File: config.mk
export PLATFORM = sky130hd
export DESIGN_NAME = fwd_scoreboard
export DESIGN_NICKNAME = d
export VERILOG_FILES = /design/src/rtl/fwd_scoreboard.sv
export SDC_FILE = /design/constraint.sdc
export NUM_CORES = 1
export LEC_CHECK = 0
export CELL_PAD_IN_SITES_DETAIL_PLACEMENT = 2
export CELL_PAD_IN_SITES_GLOBAL_PLACEMENT = 2
export CORE_ASPECT_RATIO = 1.4
export CORE_UTILIZATION = 17
export CTS_CLUSTER_DIAMETER = 100
export DETAILED_ROUTE_END_ITERATION = 8
export GPL_TIMING_DRIVEN = 0
export PLACE_DENSITY = 0.86
export RECOVER_POWER = 100
export SLEW_MARGIN = 20
export SYNTH_ARGS = -nofsm -noshare
export SYNTH_HDL_FRONTEND = slang
export SYNTH_SLANG_ARGS = --single-unit
File: constraint.sdc
create_clock -name clk -period 2 [get_ports clk]
set_input_delay 0.4 -clock clk [delete_from_list [all_inputs] [get_ports clk]]
set_output_delay 0.4 -clock clk [all_outputs]
set_load 0.02 [all_outputs]
File: src/rtl/fwd_scoreboard.sv
// fwd_scoreboard
//   Operand-forwarding unit for the pipelined LC-3b core. It keeps a short
//   shift register of in-flight register writers that mirrors the back-end
//   stages (entry 0 = EX, the youngest). For each source operand it returns the
//   youngest in-flight result, or the register-file value when nothing
//   matches. A stall is raised while the youngest matching producer has no
//   data yet.
//
// Ports
//   clk, reset_n       clock, synchronous active-low reset
//   advance, flush     pipeline step / discard every tracked entry
//   ins_valid, ins_regwrite, ins_dest
//                      instruction leaving decode (inserted on advance)
//   stage_data, stage_data_rdy
//                      per-stage result and its valid flag, stage k at k*WIDTH
//   src_reg, rf_data   per-source register index and register-file data
//   fwd_data, fwd_hit  per-source operand value, and "came from a stage"
//   stall              some source waits on a producer that is not ready
//   stall_count        saturating count of stalled cycles
module fwd_scoreboard #(
  parameter int WIDTH      = 16,
  parameter int REG_BITS   = 3,
  parameter int NUM_STAGES = 3,
  parameter int NUM_SRC    = 2,
  parameter int CNT_BITS   = 16
) (
  input  logic                          clk,
  input  logic                          reset_n,
  input  logic                          advance,
  input  logic                          flush,
  input  logic                          ins_valid,
  input  logic                          ins_regwrite,
  input  logic [REG_BITS-1:0]           ins_dest,
  input  logic [NUM_STAGES*WIDTH-1:0]   stage_data,
  input  logic [NUM_STAGES-1:0]         stage_data_rdy,
  input  logic [NUM_SRC*REG_BITS-1:0]   src_reg,
  input  logic [NUM_SRC*WIDTH-1:0]      rf_data,
  output logic [NUM_SRC*WIDTH-1:0]      fwd_data,
  output logic [NUM_SRC-1:0]            fwd_hit,
  output logic                          stall,
  output logic [CNT_BITS-1:0]           stall_count
);

  logic [NUM_STAGES-1:0]                vld_q, vld_d;
  logic [NUM_STAGES-1:0][REG_BITS-1:0]  dest_q, dest_d;
  logic [CNT_BITS-1:0]                  cnt_q, cnt_d;
  logic [NUM_SRC-1:0]                   wait_s;

  // Writer tracking. Flush only clears the valid bits; stale dest values are
  // harmless because lookup qualifies every compare with vld.
  always_comb begin
    vld_d  = vld_q;
    dest_d = dest_q;
    if (flush) begin
      vld_d = '0;
    end else if (advance) begin
      vld_d[0]  = ins_valid & ins_regwrite;
      dest_d[0] = ins_dest;
      for (int k = 1; k < NUM_STAGES; k++) begin
        vld_d[k]  = vld_q[k-1];
        dest_d[k] = dest_q[k-1];
      end
    end
  end

  // Lookup scans from the oldest stage down to stage 0, so a younger match
  // overwrites an older one and the youngest writer wins. A not-ready
  // youngest match falls back to rf_data and hides any older ready match.
  always_comb begin
    fwd_data = rf_data;
    fwd_hit  = '0;
    wait_s   = '0;
    for (int s = 0; s < NUM_SRC; s++) begin
      for (int k = NUM_STAGES - 1; k >= 0; k--) begin
        if (vld_q[k] && (dest_q[k] == src_reg[s*REG_BITS +: REG_BITS])) begin
          if (stage_data_rdy[k]) begin
            fwd_data[s*WIDTH +: WIDTH] = stage_data[k*WIDTH +: WIDTH];
            fwd_hit[s]                 = 1'b1;
            wait_s[s]                  = 1'b0;
          end else begin
            fwd_data[s*WIDTH +: WIDTH] = rf_data[s*WIDTH +: WIDTH];
            fwd_hit[s]                 = 1'b0;
            wait_s[s]                  = 1'b1;
          end
        end
      end
    end
  end

  assign stall = |wait_s;

  always_comb begin
    cnt_d = cnt_q;
    if (stall && (cnt_q != {CNT_BITS{1'b1}})) begin
      cnt_d = cnt_q + CNT_BITS'(1);
    end
  end

  assign stall_count = cnt_q;

  always_ff @(posedge clk) begin
    if (!reset_n) begin
      vld_q  <= '0;
      dest_q <= '0;
      cnt_q  <= '0;
    end else begin
      vld_q  <= vld_d;
      dest_q <= dest_d;
      cnt_q  <= cnt_d;
    end
  end

endmodule

==> results.toml <==
[power]
vdd_drop_max_mv = 0.349
p_leak_nw = 2.10
p_total_w = 0.00180
p_per_area_nw_per_um2 = 329

[floorplanning]
fp-row-count = 51
die_h_microns = 144
start_util_pct = 17.5
fp.dieW_microns = 103
ios = 149
die_area_sq_um = 14800
core-area_sq_um = 14000

[yosys]
synth_seq_cells = 28
syn_nets = 414
netlist_area_sq_um = 2440
synth_largest_area_cell = "dfxtp_1"
async_flop_share_pct = 0
yosysUniqueCellTypes = 39
synth-main-ff-cell = "dfxtp_1"
yosysSeqAreaShare_pct = 23.0
synthTopCellsByArea = "dfxtp_1 (23%), nand2_1 (8.5%), mux2i_1 (8.2%)"
synth_edf_count = 0
avgSynthCellArea_sq_um = 7.74
synth_warnings = 0
synth_top_cell_area_share_pct = 23.0
synthCells = 315

[final_layout]
fin_nets = 618
fin_cells = 703
num_antenna_cells = 0
final_cell_mix = "clkdlybuf4s50_1 (87), buf_6 (46), nand2_1 (46), buf_4 (33), o211ai_1 (21)"
final_common_cell = "clkdlybuf4s50_1"
drive_gt1_share_pct = 39.4
area_delta_synth_final_pct = 124
fin_area_sq_um = 5470
fin_util_pct = 39.2
num-fill-cells = 1489

[min_path]
min_from = "dest_q[2]"
min_to = "dest_q[2]"
hold_depth = 2
min_path_type = "reg -> reg"

[grt]
antenna_found_initial = 1
grt_pass1_vias = 4258
grt_max_degree = 17
grt_pass1_wl_mm = 25.7
grtUsageTotal_pct = 24.0
grt_overflow_total = 0

[setup_path]
r2r_start = "dest_q[3]"
worst_ep_required_time_ns = 1.60
r2r_slack_ns = -0.43
rr_worst_depth = 11
crit_top_cell = "nand4_1"
critPathLaunchType = "flip-flop"
rr_endpoint = "stall_count[15]"
cp_max_fo = 5
critPathMaxStageDelay_ns = 0.37
cp_slowest_cell = "dfxtp_4"
crit_chain = "xnor2_2 > nand4_1 > nand4_1 > buf_4 > nand2_8 > clkbuf_16 > o211ai_1 > o21ai_2 > buf_6"
arrival_ns = 2.18
worstSetupPathType = "reg -> out"
end_kind = "primary output"

[sta]
fin_crit_sh_pct = 129
rsz0062_at_grt = "true"
max_slew.worst_pin.slew_ns = 0.644
fmax_mhz = 387
setup_viol = 51
hold_violations = 0
maxSlewViolCount = 0
fin_ws_ns = -0.585
slew_headroom_pct = 57.1
skew_ns = 0.00667
period_needed_ns = 2.58

[routing]
antenna_left = 0
drt_iter0_drc = 114
avgRoutedWirePerCell_microns = 26.6
firstDrtPassIters = 4
drc = 0
vias_per_cell = 5.20
finalWirelength_mm = 18.7
via_count = 3657

[clock_network]
cts_max_level = 1
max-clock-path-buffers = 2
cts_sinks = 28
cts-buffers-inserted = 3
tritoncts = "done"
clockRootBuffer = "clkbuf_16"
clk_latency_ns = 0.28
path_clk_slew_ns = 0.07

[placement]
hpwlAfterDp_mm = 11.6
port_buffers = 148
place_area_sq_um = 4260
dpl.cell_count = 648
globalplace.congestion = 0.836
pre_cts_ws_ns = -1.76

[flow_run]
drv_cap = 0

[status]
outcome = "complete, but fails checks"
violations = "setup timing"
-- cells by family (layout without fill, tap and decap cells) --
logic type	Yosys count	after routing	share of synthesized area, %
AND/OR/NAND/NOR	104	104	21.0
flip-flops	28	28	23.0
AO/OA/AOI/OAI	117	117	35.8
multiplexers	20	20	8.21
buffers and inverters	26	229	4.67
adder cells (fa/ha/maj)	1	1	0.513
XOR/XNOR	19	19	6.82
-- per-stage QoR --
step,TNS [ns],hold slack (ns)
4_1_cts,-18.52,0.493
3_3_place_gp,-65.58,0.482
2_1_floorplan,-1.88,0.473
6_report,-22.71,0.502
5_1_grt,-27.90,0.517
3_5_place_dp,-68.98,0.507
-- power breakdown --
group          internal [W]  leakage, nW  switching [W]
logic              0.000339         1.82       0.000273
registers          0.000554        0.232     0.00000872
clock network      0.000400       0.0511       0.000226
total               0.00129         2.10       0.000508
-- synth_stat cells (5+ instances only) --
cell,instances
dfxtp_1,28
clkbuf_1,16
nor2_1,8
inv_1,5
nand2_1,55
o21ai_0,16
o211ai_1,21
mux2i_1,20
nand4_1,8
o22ai_1,16
nand3_1,6
xnor2_1,16
o221a_2,16
or4_1,10
o22a_1,16
a21oi_1,18
-- final cells by class --
class                   instances  area, sq um  share of cell area, %
clock inverters                 1         30.0                  0.549
clock buffers                   3         75.1                   1.37
plain buffers                  21          240                   4.39
inverters                       5         18.8                  0.343
flip-flops and latches         28          589                   10.8
repair buffers                199         1970                   36.1
multi-input cells             261         2310                   42.3
well taps                     185          231                   4.23
-- flip-flops by register name, indices dropped and copies added (netlist names) --
register	flops
dest_q	9
stall_count	16
vld_q	3
-- routing by layer --
| metal | track usage [%] | vias up | share of wire (%) |
|---|---|---|---|
| met5 | 0 | - | 0 |
| met4 | 14.3 | 0 | 5.2 |
| met3 | 5.06 | 56 | 7.5 |
| met2 | 46.4 | 208 | 52 |
| met1 | 22.5 | 1758 | 35 |
| li1 | - | 1635 | - |
-- how the worst max path moves through the flow --
stage                           from           end  slack (ns)  depth (start not counted)
after global placement    src_reg[1]   fwd_data[6]       -1.65                          9
after global routing       dest_q[3]   fwd_data[6]       -0.69                          9
final                      dest_q[3]   fwd_data[6]       -0.58                          9
after floorplan           src_reg[4]  fwd_data[22]       -0.11                          6
after detailed placement  src_reg[1]   fwd_data[6]       -1.76                          9
after CTS                  dest_q[8]   fwd_data[6]       -0.50                          9
-- critical path, delay by kind of cell (launching register included) --
kind | cells | cell delay (ns)
AO/OA/AOI/OAI | 2 | 0.36
XOR/XNOR | 1 | 0.17
buffers and inverters | 3 | 0.50
flip-flops | 1 | 0.37
AND/OR/NAND/NOR | 3 | 0.50
-- repair_timing --
action                                  4_1_cts  5_1_grt
cloned                                        6        0
setup buffers                                33       14
resized for setup                           335       45
hold buffers                                  0        0
hold endpoints to repair                      0        0
pin swaps                                    70       27
endpoints found under the setup margin       51       51
Note: power is estimated with default switching activity, not from simulation.
==> RTL change: new RTL, config.mk and constraints unchanged <==
`NUM_STAGES`: 3 -> 6.
--- a/src/rtl/fwd_scoreboard.sv
+++ b/src/rtl/fwd_scoreboard.sv
@@ -22,3 +22,3 @@
   parameter int REG_BITS   = 3,
-  parameter int NUM_STAGES = 3,
+  parameter int NUM_STAGES = 6,
   parameter int NUM_SRC    = 2,
Interface: changed (resized stage_data and stage_data_rdy); port bits go from 149 to 200. No check against the original RTL was run, so the function may have changed too.
==> RTL change against the unedited design <==
The run still ends with setup timing left; wire length increased by 92%; setup slack worse by 0.36 ns; sequential share of layout area decreased by 1.8 points; synthesized area increased by 110%; combinational power up 91%; total power rose by 59%; non-clock buffer count is 81 higher; clock power grew 45%; utilization is 7.4 points lower; final area is 73% higher; sequential cell count increased by 12; highest routed layer is now met5.
==> RTL change: results (changes against the unedited design) <==
Clock network
  – CTS clock-pin slew for the worst setup and hold paths: 0.06 ns
  – H-tree depth: 2 (+1)
  – Num CTS Buffers: 5 (+2)

Critical path
  – Critical path's top delay family: simple AND/OR/NAND/NOR gates
  – Crit-path slowest cell: or4bb_4
  – Critical path peak fanout: 5 (unchanged)
  – Critical path arrival: 2.54 ns (+0.36 ns)
  – CP peak stage delay: 0.60 ns (+0.23 ns)

Placed design
  – Number of port buffers: 189 (+28%)
  – Dpl cells: 1287 (+99%)
  – Dpl cell area: 7970 um^2 (+87%)
  – Final Wtd Congestion: 0.920 (+10%)
  – Setup WS pre-CTS: -1.87 ns (-0.109 ns)
  – DP HPWL: 25.0 mm (+120%)

Pwr
  – Pint: 1.95 mW (+51%)
  – Peak supply drop: 304 uV (-13%)
  – Leakage power figure: 3.80 nW (+81%)
  – Combinational share of power: 40.6% (+6.6 points)
  – Part of the power in registers: 27.9% (-3.4 points)
  – Sw power: 0.917 mW (+81%)

Logic synthesis
  – Syn nets: 863 (+110%)
  – Distinct cells, synth: 52 (+33%)
  – Synth area leaders: mux2i_1 25%, dfxtp_1 16%, nand2_1 6.8%, a21oi_1 5.6%, o21ai_0 5.3%
  – Mapped Area: 5150 um^2 (+110%)
  – Mean cell area of the mapped netlist: 7.22 um^2 (-6.7%)
  – Commonest cells in the netlist: 127 x mux2i_1, 93 x nand2_1, 58 x a21oi_1
  – Sequential share of the synthesized area: 15.6% (-7.4 points)

Routing
  – 1st-pass router iterations: 5 (+1)
  – Vias after detailed routing: 7234 (+98%)
  – Initial DRC Count: 263 (+130%)
  – Post-Route WL: 35.9 mm (+92%)
  – DR WL/cell: 26.6 um (-0.18%)

Status
  – Failing checks: setup timing
  – Status: complete, but fails checks

STA
  – Setup ws final: -0.941 ns (-0.356 ns)
  – Final setup viols: 51 (unchanged)
  – Slew @ Worst Pin: 0.873 ns (+0.228 ns)
  – Setup TNS: -35.62 ns (-12.91 ns)
  – Skew final: 0.00372 ns (-0.00295 ns)

Cells and area
  – Number of fill cells in the layout: 3368 (+130%)
  – Final net count: 1113 (+80%)
  – Largest register FFs: 18 (+2)
  – Share of cells above drive strength 1: 33.7% (-5.7 points)
  – Final core utilization: 31.8% (-7.4 points)
  – Antenna cells: 0 (unchanged)

Global routing
  – Largest net degree at the start of global routing: 13 (-4)
  – Overall routing resource usage: 21.5% (-2.6 points)
  – First-pass GRT wire length: 50.1 mm (+95%)
  – Vias in the first global route: 8240 (+94%)
## RTL change: timing repair
action,CTS,global route
pin swaps,45,36
endpoints found under the setup margin,57,56
cloned,3,1
resized for setup,345,94
setup buffers,43,10
## RTL change: kinds of logic (layout without fill, tap and decap cells)
group | after synthesis | after routing | synth area share (%)
AOI/OAI and AO/OA | 217 | 217 | 26.2
xor gates and xnor gates | 37 | 37 | 6.30
adders and majority gates | 1 | 1 | 0.243
buffers and inverters | 67 | 318 | 5.79
DFF | 40 | 40 | 15.6
muxes | 128 | 128 | 24.9
and+or+nand+nor | 223 | 223 | 21.1
## RTL change: worst reg2reg max path: stages, from the launching register on
cell and delay, ns:
dfxtp_4 0.38, xnor2_2 0.18, or4bb_4 0.60, buf_6 0.14
o211ai_1 0.14, a32oi_2 0.14, buf_4 0.19, a21oi_4 0.23
buf_8 0.18, nand4_1 0.13, a21oi_2 0.17
## RTL change: area by class of cell
class	instances	area share, %
Clock inverter	2	0.369
Timing Repair Buffer	243	25.1
Multi-Input combinational cell	606	53.3
Clock buffer	6	1.36
Buffer	58	5.47
Sequential cell	40	8.95
Tap cell	385	5.08
Inverter	9	0.382
## RTL change: path summary, 6_finish.rpt
kind	cells past startpoint	start	slack (ns)	endpoint
setup / recovery	8	dest_q[11]	-0.94	fwd_data[13]
hold / removal	2	stall_count[5]	0.49	stall_count[5]
setup reg to reg	10	dest_q[11]	-0.55	stall_count[10]
hold reg to reg	2	stall_count[5]	0.49	stall_count[5]
## RTL change: metal layers
layer / wire [um] / track usage (%) / vias up
met2: 18900 / 40.7 / 353
met4: 2010 / 12.2 / 2
li1: - / - / 3170
met1: 12900 / 22.1 / 3594
met3: 2090 / 2.72 / 115
met5: 9 / 0 / -
